[config.mk]
export PLATFORM = sky130hd
export DESIGN_NAME = vigna_clint
export DESIGN_NICKNAME = d
export VERILOG_FILES = /design/src/rtl/vigna_clint_pkg.sv /design/src/rtl/vigna_clint.sv
export SDC_FILE = /design/constraint.sdc
export NUM_CORES = 1
export LEC_CHECK = 0
export ABC_AREA = 1
export BUFFER_PORTS_ARGS = -buffer_cell sky130_fd_sc_hd__buf_2
export CORE_ASPECT_RATIO = 0.8
export CORE_MARGIN = 5
export CORE_UTILIZATION = 25
export DETAILED_ROUTE_END_ITERATION = 16
export GPL_ROUTABILITY_DRIVEN = 0
export SLEW_MARGIN = 20
export SYNTH_ARGS = -nofsm -noshare
export SYNTH_HDL_FRONTEND = slang
export SYNTH_SLANG_ARGS = --single-unit
[constraint.sdc]
create_clock -name clk -period 3.65 [get_ports clk]
set_input_delay 0.1825 -clock clk [delete_from_list [all_inputs] [get_ports clk]]
set_output_delay 0.1825 -clock clk [all_outputs]
set_load 0.05 [all_outputs]
[src/rtl/vigna_clint_pkg.sv]
// Shared definitions for the vigna CLINT: register offsets, decoded register
// select and the byte-lane write merge helper.
package vigna_clint_pkg;

    // Register offsets within the 64 KiB CLINT window (addr[15:0])
    localparam logic [15:0] CLINT_MSIP        = 16'h0000;
    localparam logic [15:0] CLINT_MTIMECMP_LO = 16'h4000;
    localparam logic [15:0] CLINT_MTIMECMP_HI = 16'h4004;
    localparam logic [15:0] CLINT_MTIME_LO    = 16'hBFF8;
    localparam logic [15:0] CLINT_MTIME_HI    = 16'hBFFC;

    typedef enum logic [2:0] {
        SEL_NONE,
        SEL_MSIP,
        SEL_CMP_LO,
        SEL_CMP_HI,
        SEL_TIME_LO,
        SEL_TIME_HI
    } clint_sel_e;

    // Word-aligned offset to register select; anything unmapped is SEL_NONE
    function automatic clint_sel_e clint_decode(input logic [15:0] off);
        clint_sel_e sel;
        case (off)
            CLINT_MSIP:        sel = SEL_MSIP;
            CLINT_MTIMECMP_LO: sel = SEL_CMP_LO;
            CLINT_MTIMECMP_HI: sel = SEL_CMP_HI;
            CLINT_MTIME_LO:    sel = SEL_TIME_LO;
            CLINT_MTIME_HI:    sel = SEL_TIME_HI;
            default:           sel = SEL_NONE;
        endcase
        return sel;
    endfunction

    // Replace only the byte lanes whose strobe is set
    function automatic logic [31:0] byte_merge(input logic [31:0] old_val,
                                               input logic [31:0] new_val,
                                               input logic [3:0]  strb);
        logic [31:0] res;
        res = old_val;
        for (int unsigned i = 0; i < 4; i++) begin
            if (strb[i]) res[8*i +: 8] = new_val[8*i +: 8];
        end
        return res;
    endfunction

endpackage

[src/rtl/vigna_clint.sv]
// Machine timer / software interrupt source for the vigna core. Slave on the
// core's valid/ready data bus with a fixed one-cycle response latency.
module vigna_clint
    import vigna_clint_pkg::*;
#(
    parameter int unsigned PRESCALE = 1
) (
    input  logic        clk,
    input  logic        resetn,
    input  logic        valid,
    output logic        ready,
    input  logic [31:0] addr,
    input  logic [31:0] wdata,
    input  logic [3:0]  wstrb,
    output logic [31:0] rdata,
    output logic        timer_irq,
    output logic        soft_irq
);

    logic        r_ready;
    logic [31:0] r_rdata;
    logic [63:0] r_mtime;
    logic [63:0] r_mtimecmp;
    logic        r_msip;
    logic [15:0] r_presc;
    logic        r_timer_irq;

    logic        w_accept;
    logic        w_write;
    logic        w_tick;
    clint_sel_e  w_sel;
    logic [15:0] w_presc_next;
    logic [63:0] w_mtime_next;
    logic [63:0] w_cmp_next;
    logic        w_msip_next;
    logic [31:0] w_rdata_mux;
    logic        w_unused;

    // Address bits outside addr[15:2] are don't-care inside the window
    assign w_unused = ^{addr[31:16], addr[1:0]};

    // A valid seen while the response pulse is out is not a new request
    assign w_accept = valid & ~r_ready;
    assign w_write  = w_accept & (wstrb != '0);
    assign w_sel    = clint_decode({addr[15:2], 2'b00});
    assign w_tick   = (r_presc == 16'(PRESCALE - 1));

    // Next-state for prescaler, mtime, mtimecmp and msip; bus writes override the tick
    always_comb begin
        w_presc_next = w_tick ? '0 : r_presc + 16'd1;
        w_mtime_next = w_tick ? r_mtime + 64'd1 : r_mtime;
        w_cmp_next   = r_mtimecmp;
        w_msip_next  = r_msip;
        if (w_write) begin
            case (w_sel)
                SEL_MSIP:    if (wstrb[0]) w_msip_next = wdata[0];
                SEL_CMP_LO:  w_cmp_next[31:0]  = byte_merge(r_mtimecmp[31:0], wdata, wstrb);
                SEL_CMP_HI:  w_cmp_next[63:32] = byte_merge(r_mtimecmp[63:32], wdata, wstrb);
                SEL_TIME_LO: w_mtime_next = {r_mtime[63:32], byte_merge(r_mtime[31:0], wdata, wstrb)};
                SEL_TIME_HI: w_mtime_next = {byte_merge(r_mtime[63:32], wdata, wstrb), r_mtime[31:0]};
                default:     ;
            endcase
        end
    end

    // Read mux over pre-write, pre-increment register values
    always_comb begin
        w_rdata_mux = '0;
        case (w_sel)
            SEL_MSIP:    w_rdata_mux = {31'b0, r_msip};
            SEL_CMP_LO:  w_rdata_mux = r_mtimecmp[31:0];
            SEL_CMP_HI:  w_rdata_mux = r_mtimecmp[63:32];
            SEL_TIME_LO: w_rdata_mux = r_mtime[31:0];
            SEL_TIME_HI: w_rdata_mux = r_mtime[63:32];
            default:     w_rdata_mux = '0;
        endcase
    end

    // State registers, response pulse and registered timer compare
    always_ff @(posedge clk or negedge resetn) begin
        if (!resetn) begin
            r_ready     <= 1'b0;
            r_rdata     <= '0;
            r_mtime     <= '0;
            r_mtimecmp  <= '1;
            r_msip      <= 1'b0;
            r_presc     <= '0;
            r_timer_irq <= 1'b0;
        end else begin
            r_ready     <= w_accept;
            if (w_accept) r_rdata <= w_rdata_mux;
            r_mtime     <= w_mtime_next;
            r_mtimecmp  <= w_cmp_next;
            r_msip      <= w_msip_next;
            r_presc     <= w_presc_next;
            r_timer_irq <= (w_mtime_next >= w_cmp_next);
        end
    end

    assign ready     = r_ready;
    assign rdata     = r_rdata;
    assign timer_irq = r_timer_irq;
    assign soft_irq  = r_msip;

endmodule

**After elaboration in Yosys (flattened, before gate mapping)**

Index checks and enable logic that the tools add are counted.
W data, S select, Z words.

- Input port bits: 71
- Bits in registers: 179
- Word-level logic and storage cells: 51
- Output and inout port bits: 35

- Mux-type cells: 25
- Reduce and logical (&&, ||, !) cells: 4
- Add/sub/neg operators: 2
- Magnitude comparators: 1
- Equal/unequal tests: 9
- Bitwise operators: 3

Operator list:

| operator | number |
|---|---|
| $mux W64 | 3 |
| $pmux W32 S5 | 1 |
| $mux W8 | 16 |
| $pmux W64 S2 | 1 |
| $add A64 B1 Y64 const B | 1 |
| $ge A64 B64 Y1 | 1 |
| $mux W32 | 2 |
| $eq A14 B13 Y1 const B | 2 |
| $eq A14 B14 Y1 const B | 2 |
| $add A16 B1 Y16 const B | 1 |
| $logic_not A16 Y1 | 1 |
| $mux W16 | 1 |
| $pmux W3 S5 | 1 |
| $logic_not A14 Y1 | 1 |
| $eq A3 B2 Y1 const B | 2 |
| $eq A3 B3 Y1 const B | 2 |
| $reduce_bool A4 Y1 | 1 |
| $eq A3 B1 Y1 const B | 1 |
| $reduce_and A3 Y1 | 1 |
| $and A1 B1 Y1 | 2 |
| $not A1 Y1 | 1 |

**Longest topological paths before layout**

- Depth after elaboration: 6
- Mapped depth: 26
- Mapped depth without buffers: 25

**Least setup slack after synthesis**

No wires, ideal clock.

- Path kind: reg2reg
- From: register r_ready, in the netlist ready
- To: register r_timer_irq, in the netlist timer_irq
- Setup time: 0.069 ns
- Setup slack: 0.765 ns
- Path buffers: 2
- Arrival time: 2.817 ns
- Period minus slack after synthesis: 2.885 ns
- Stages on the path, launching flop included: 18
- Required time: 3.581 ns
- Cell sequence: dfrtp_1 -> inv_1 -> nand2_1 -> inv_2 -> nand2_2 -> buf_4 -> nor2_4 -> inv_2 -> buf_2 -> nand3_1 -> nand2_1 -> ha_1 -> nand2_1 -> nor4_1 -> nand2_1 -> nor2_1 -> nand4_1 -> nand3_1

- Word-level cells in the longest chain between the ends: 5
- Elaborated cells on any way between the ends: 6
- Those cells by class: 1 x order compare; 2 x mux; 3 x bitwise

Ends and longest elaborated chain:

| element | line | text |
|---|---|---|
| from (decl) | vigna_clint.sv:20 | `logic r_ready;` |
| from (signal assigned) | vigna_clint.sv:90 | `r_ready <= w_accept;` |
| $not A1 Y1 | vigna_clint.sv:43 | `assign w_accept = valid & ~r_ready;` |
| $and A1 B1 Y1 | vigna_clint.sv:43 |  |
| $and A1 B1 Y1 | vigna_clint.sv:44 | `assign w_write = w_accept & (wstrb != '0);` |
| $mux W64 | vigna_clint.sv:54 | `if (w_write) begin` |
| named net w_mtime_next[63] | vigna_clint.sv:33 | `logic [63:0] w_mtime_next;` |
| $ge A64 B64 Y1 | vigna_clint.sv:96 | `r_timer_irq <= (w_mtime_next >= w_cmp_next);` |
| to (signal assigned) | vigna_clint.sv:96 |  |
| to (decl) | vigna_clint.sv:26 | `logic r_timer_irq;` |

The timed path passes the listed nets, and every way through them passes these cells.
A chain may end at the register's enable or synchronous reset.

**Final worst setup path**

- From: register r_mtime[19]
- To: register r_timer_irq, in the netlist timer_irq

- Word-level cells in the longest chain between the ends: 5
- Elaborated cells on any way between the ends: 6
- Those cells by class: 1 x add/sub; 1 x order compare; 4 x mux

Ends and longest elaborated chain:

| element | line | text |
|---|---|---|
| from (decl) | vigna_clint.sv:22 | `logic [63:0] r_mtime;` |
| from (signal assigned) | vigna_clint.sv:92 | `r_mtime <= w_mtime_next;` |
| $add A64 B1 Y64 (*) | vigna_clint.sv:51 | `w_mtime_next = w_tick ? r_mtime + 64'd1 : r_mtime;` |
| $mux W64 (*) | vigna_clint.sv:51 |  |
| $pmux W64 S2 | vigna_clint.sv:55 | `case (w_sel)` |
| $mux W64 (*) | vigna_clint.sv:54 |  |
| named net w_mtime_next[57] | vigna_clint.sv:33 |  |
| $ge A64 B64 Y1 (*) | vigna_clint.sv:96 |  |

Mark *: on every way through the listed nets, which the timed path passes. The rest lies on a longest branch.

==> qor.yml <==
status:
  status: "completed"
critical_path:
  end_kind: "register"
  rr_worst_depth: 20
  worstSetupStartpointType: "register"
  worst-setup-path-type: "register to register"
  cp_max_fo: 5
  crit_arrival_ns: 3.83
  slowest_delay_ns: 0.43
  critPathSlowestCell: "dfrtp_1"
  r2r-start: "r_mtime[19]"
  timing.rr.end: "timer_irq"
  rrSetupSlack_ns: 0.22
  critPathRequiredTime_ns: 4.04
  cp_common_cell: "nand2_1"
  path_cells: "nand2_1 > nor2_1 > buf_4 > nand2_1 > nor2_1 > nand4_1 > nor2_1 > nand3_1 > nand2_1 > nand3_1 > nand2_1 > inv_1 > ha_1 > nand2_1 > nor4_4 > buf_4 > nand2_1 > nor2_1 > nand4_1 > nand3_1"
timing:
  hold_viol: 0
  post-route-period-util: 0.940
  setup_viol: 0
  maxSlewHeadroom: 0.463
  tightest_slew_ns: 0.806
  finalHoldWorstSlack_ns: 0.0148
  fin_crit_ns: 3.43
  max_freq_mhz: 291
  final-max-slew-violation-count: 0
  finClkSkew_ns: 0.0151
  setup_slack_ns: 0.219
detailed_routing:
  route.detailed.drc: 0
  dr.pass1.iters: 7
  vias: 14300
  ant_nets: 0
  wl_um: 52400
  drtIter0Drc: 1614
  vias_per_cell: 4.88
  wire_per_inst_um: 17.9
logic_synthesis:
  synth_area_per_cell_um2: 6.76
  synth_top_flop_cell: "dfrtp_1"
  synthesis.area_um2: 14000
  synth_nets: 2212
  yosysWarnings: 0
  ys_seq_elements: 179
  synth_cell_types: 49
  synthArstFlopShare: 1.00
  synth_edf_count: 0
  synth_cells: 2074
  yosysSeqAreaShare: 0.325
clock_network:
  cts_tree: "built"
  clk_latency_ns: 0.46
  cts-htree-levels: 4
  numCtsBuffers: 17
  cts.sinks: 179
  clockBufferDepth: 2
  path_clk_slew_ns: 0.07
  clock-root-buffer: "clkbuf_16"
layout:
  nets: 2309
  syn_to_final_growth_pct: 16.1
  n_antenna_cell: 0
  drive_above_1_share: 0.166
  fillers: 6111
place:
  dp_slack_ns: 0.194
  port_buffers: 87
  dpl.hpwl_um: 39900
job:
  drv_cap: 0
floorplanning:
  chipHeight_um: 222
  core_um2: 55400
  row_count: 77
  die_area_um2: 61000
  start_util: 0.253
  die_width_um: 275
  io_pins: 106
global_route:
  track_usage: 0.170
  overflow: 0
  antenna_found_initial: 0
  grt_pass1_wl_um: 80100
  grt_start_max_net_pins: 91
  grt_pass1_vias: 13200
worst_hold_path:
  whs_endpoint: "r_mtimecmp[33]"
  min-delay-start: "wdata[1]"
  hold_depth: 3
  min_path_type: "input pin to register"
pwr:
  vdd_drop_max_uv: 332
  p_per_area_nw_per_um2: 341
  cellLeakagePower_nw: 8.04
[power by group]
part / switching (mW) / internal, mW
Sequential: 0.147 / 2.19
Clock: 0.877 / 1.05
Combinational: 0.859 / 0.435
Total: 1.88 / 3.67
[layer usage]
metal / vias to the layer above / routed length [um] / part of all wire / GRT usage
met1: 6577 / 23500 / 0.45 / 0.245
met5: - / 0 / 0 / 0
li1: 6994 / - / - / -
met4: 0 / 1410 / 0.027 / 0.0465
met3: 81 / 5320 / 0.10 / 0.0444
met2: 661 / 22200 / 0.42 / 0.250
[cell families (layout without fill, tap and decap cells)]
kind of cell,count (synthesis),count (layout),share of synthesized area
xor+xnor,37,37,0.0231
flops,179,179,0.325
fa+ha+maj,67,67,0.0598
compound gates,476,476,0.184
buf+inv,387,496,0.110
simple gates,928,928,0.298
[state kept, by name, summed over array words and instances, names as in the netlist]
signal	cells
r_mtime	64
r_mtimecmp	64
rdata	32
r_presc	16
ready	1
soft_irq	1
timer_irq	1
[timing repair]
action                                 4_1_cts  5_1_grt
hold buffers                                 4        0
endpoints found under the hold margin       65        0
setup buffers                                0        3
gates resized for setup                      0       21
setup endpoints to repair                    0        1
[cells in the mapped netlist (27+ instances only)]
cell type  instances  area share
nand2_1          517        0.14
nand4_1           39       0.017
o211ai_1          27       0.014
ha_1              67       0.060
o21ai_0          187       0.067
a21oi_1          136       0.049
o22ai_1           52       0.023
nor2_1           162       0.043
nand3_1           84       0.030
xor2_1            37       0.023
nor3_1            40       0.014
dfstp_2           64        0.12
dfrtp_1          115        0.21
inv_1            284       0.076
o21ai_1           53       0.019
clkbuf_1          34      0.0091
[cells in the final DEF (no fill, tap or decap), types with 6 or more instances in the layout]
| master | count |
|---|---|
| nand2_1 | 515 |
| inv_1 | 283 |
| o21ai_0 | 183 |
| nor2_1 | 158 |
| a21oi_1 | 131 |
| dfrtp_1 | 115 |
| buf_2 | 86 |
| nand3_1 | 83 |
| ha_1 | 67 |
| dfstp_2 | 64 |
| buf_4 | 59 |
| o21ai_1 | 57 |
| o22ai_1 | 52 |
| nand4_1 | 39 |
| nor3_1 | 37 |
| xor2_1 | 37 |
| o211ai_1 | 27 |
| inv_2 | 23 |
| nor2_2 | 18 |
| clkbuf_16 | 17 |
| nand2_2 | 14 |
| nor2_4 | 11 |
| or2_2 | 11 |
| nor3_2 | 8 |
| nand3_2 | 7 |
| nand2_4 | 7 |
| buf_12 | 6 |
[critical path: cells and delay by family, from the launching register on]
family / cells / cell delay (ns)
AND/OR/NAND/NOR: 16 / 2.27
flip-flops: 1 / 0.43
buffers and inverters: 3 / 0.38
adder cells (fa/ha/maj): 1 / 0.29
[worst max-delay path by stage]
stage / from / endpoint / slack [ns]
global route: r_presc[0] / timer_irq / -0.02
finish: r_mtime[19] / timer_irq / 0.22
global placement: wstrb[3] / timer_irq / 0.20
detailed placement: wstrb[3] / timer_irq / 0.19
floorplan: ready / timer_irq / 0.76
CTS: r_mtime[29] / timer_irq / 0.20
[metrics by stage]
stage | power (mW) | cell area (um^2) | utilization | setup TNS, ns | std cells
floorplan | 3.20 | 14000 | - | 0 | 2074
global placement | 3.61 | 15600 | 0.281 | 0 | 2895
detailed placement | 3.62 | 15600 | 0.281 | 0 | 2895
CTS | 5.57 | 16200 | 0.292 | 0 | 2930
global route | 5.86 | 16300 | 0.294 | -0.0207 | 2933
finish | 5.55 | 16300 | 0.294 | 0 | 2933
[final cells by class]
class	count	area, um^2	area share
Timing Repair Buffer	156	1050	0.0643
Multi-Input combinational cell	1508	8000	0.491
Clock inverter	11	130	0.00799
Inverter	309	1160	0.0713
Clock buffer	20	457	0.0280
Sequential cell	179	4560	0.280
Tap cell	750	938	0.0576
Note: power is estimated with default switching activity, not from simulation.
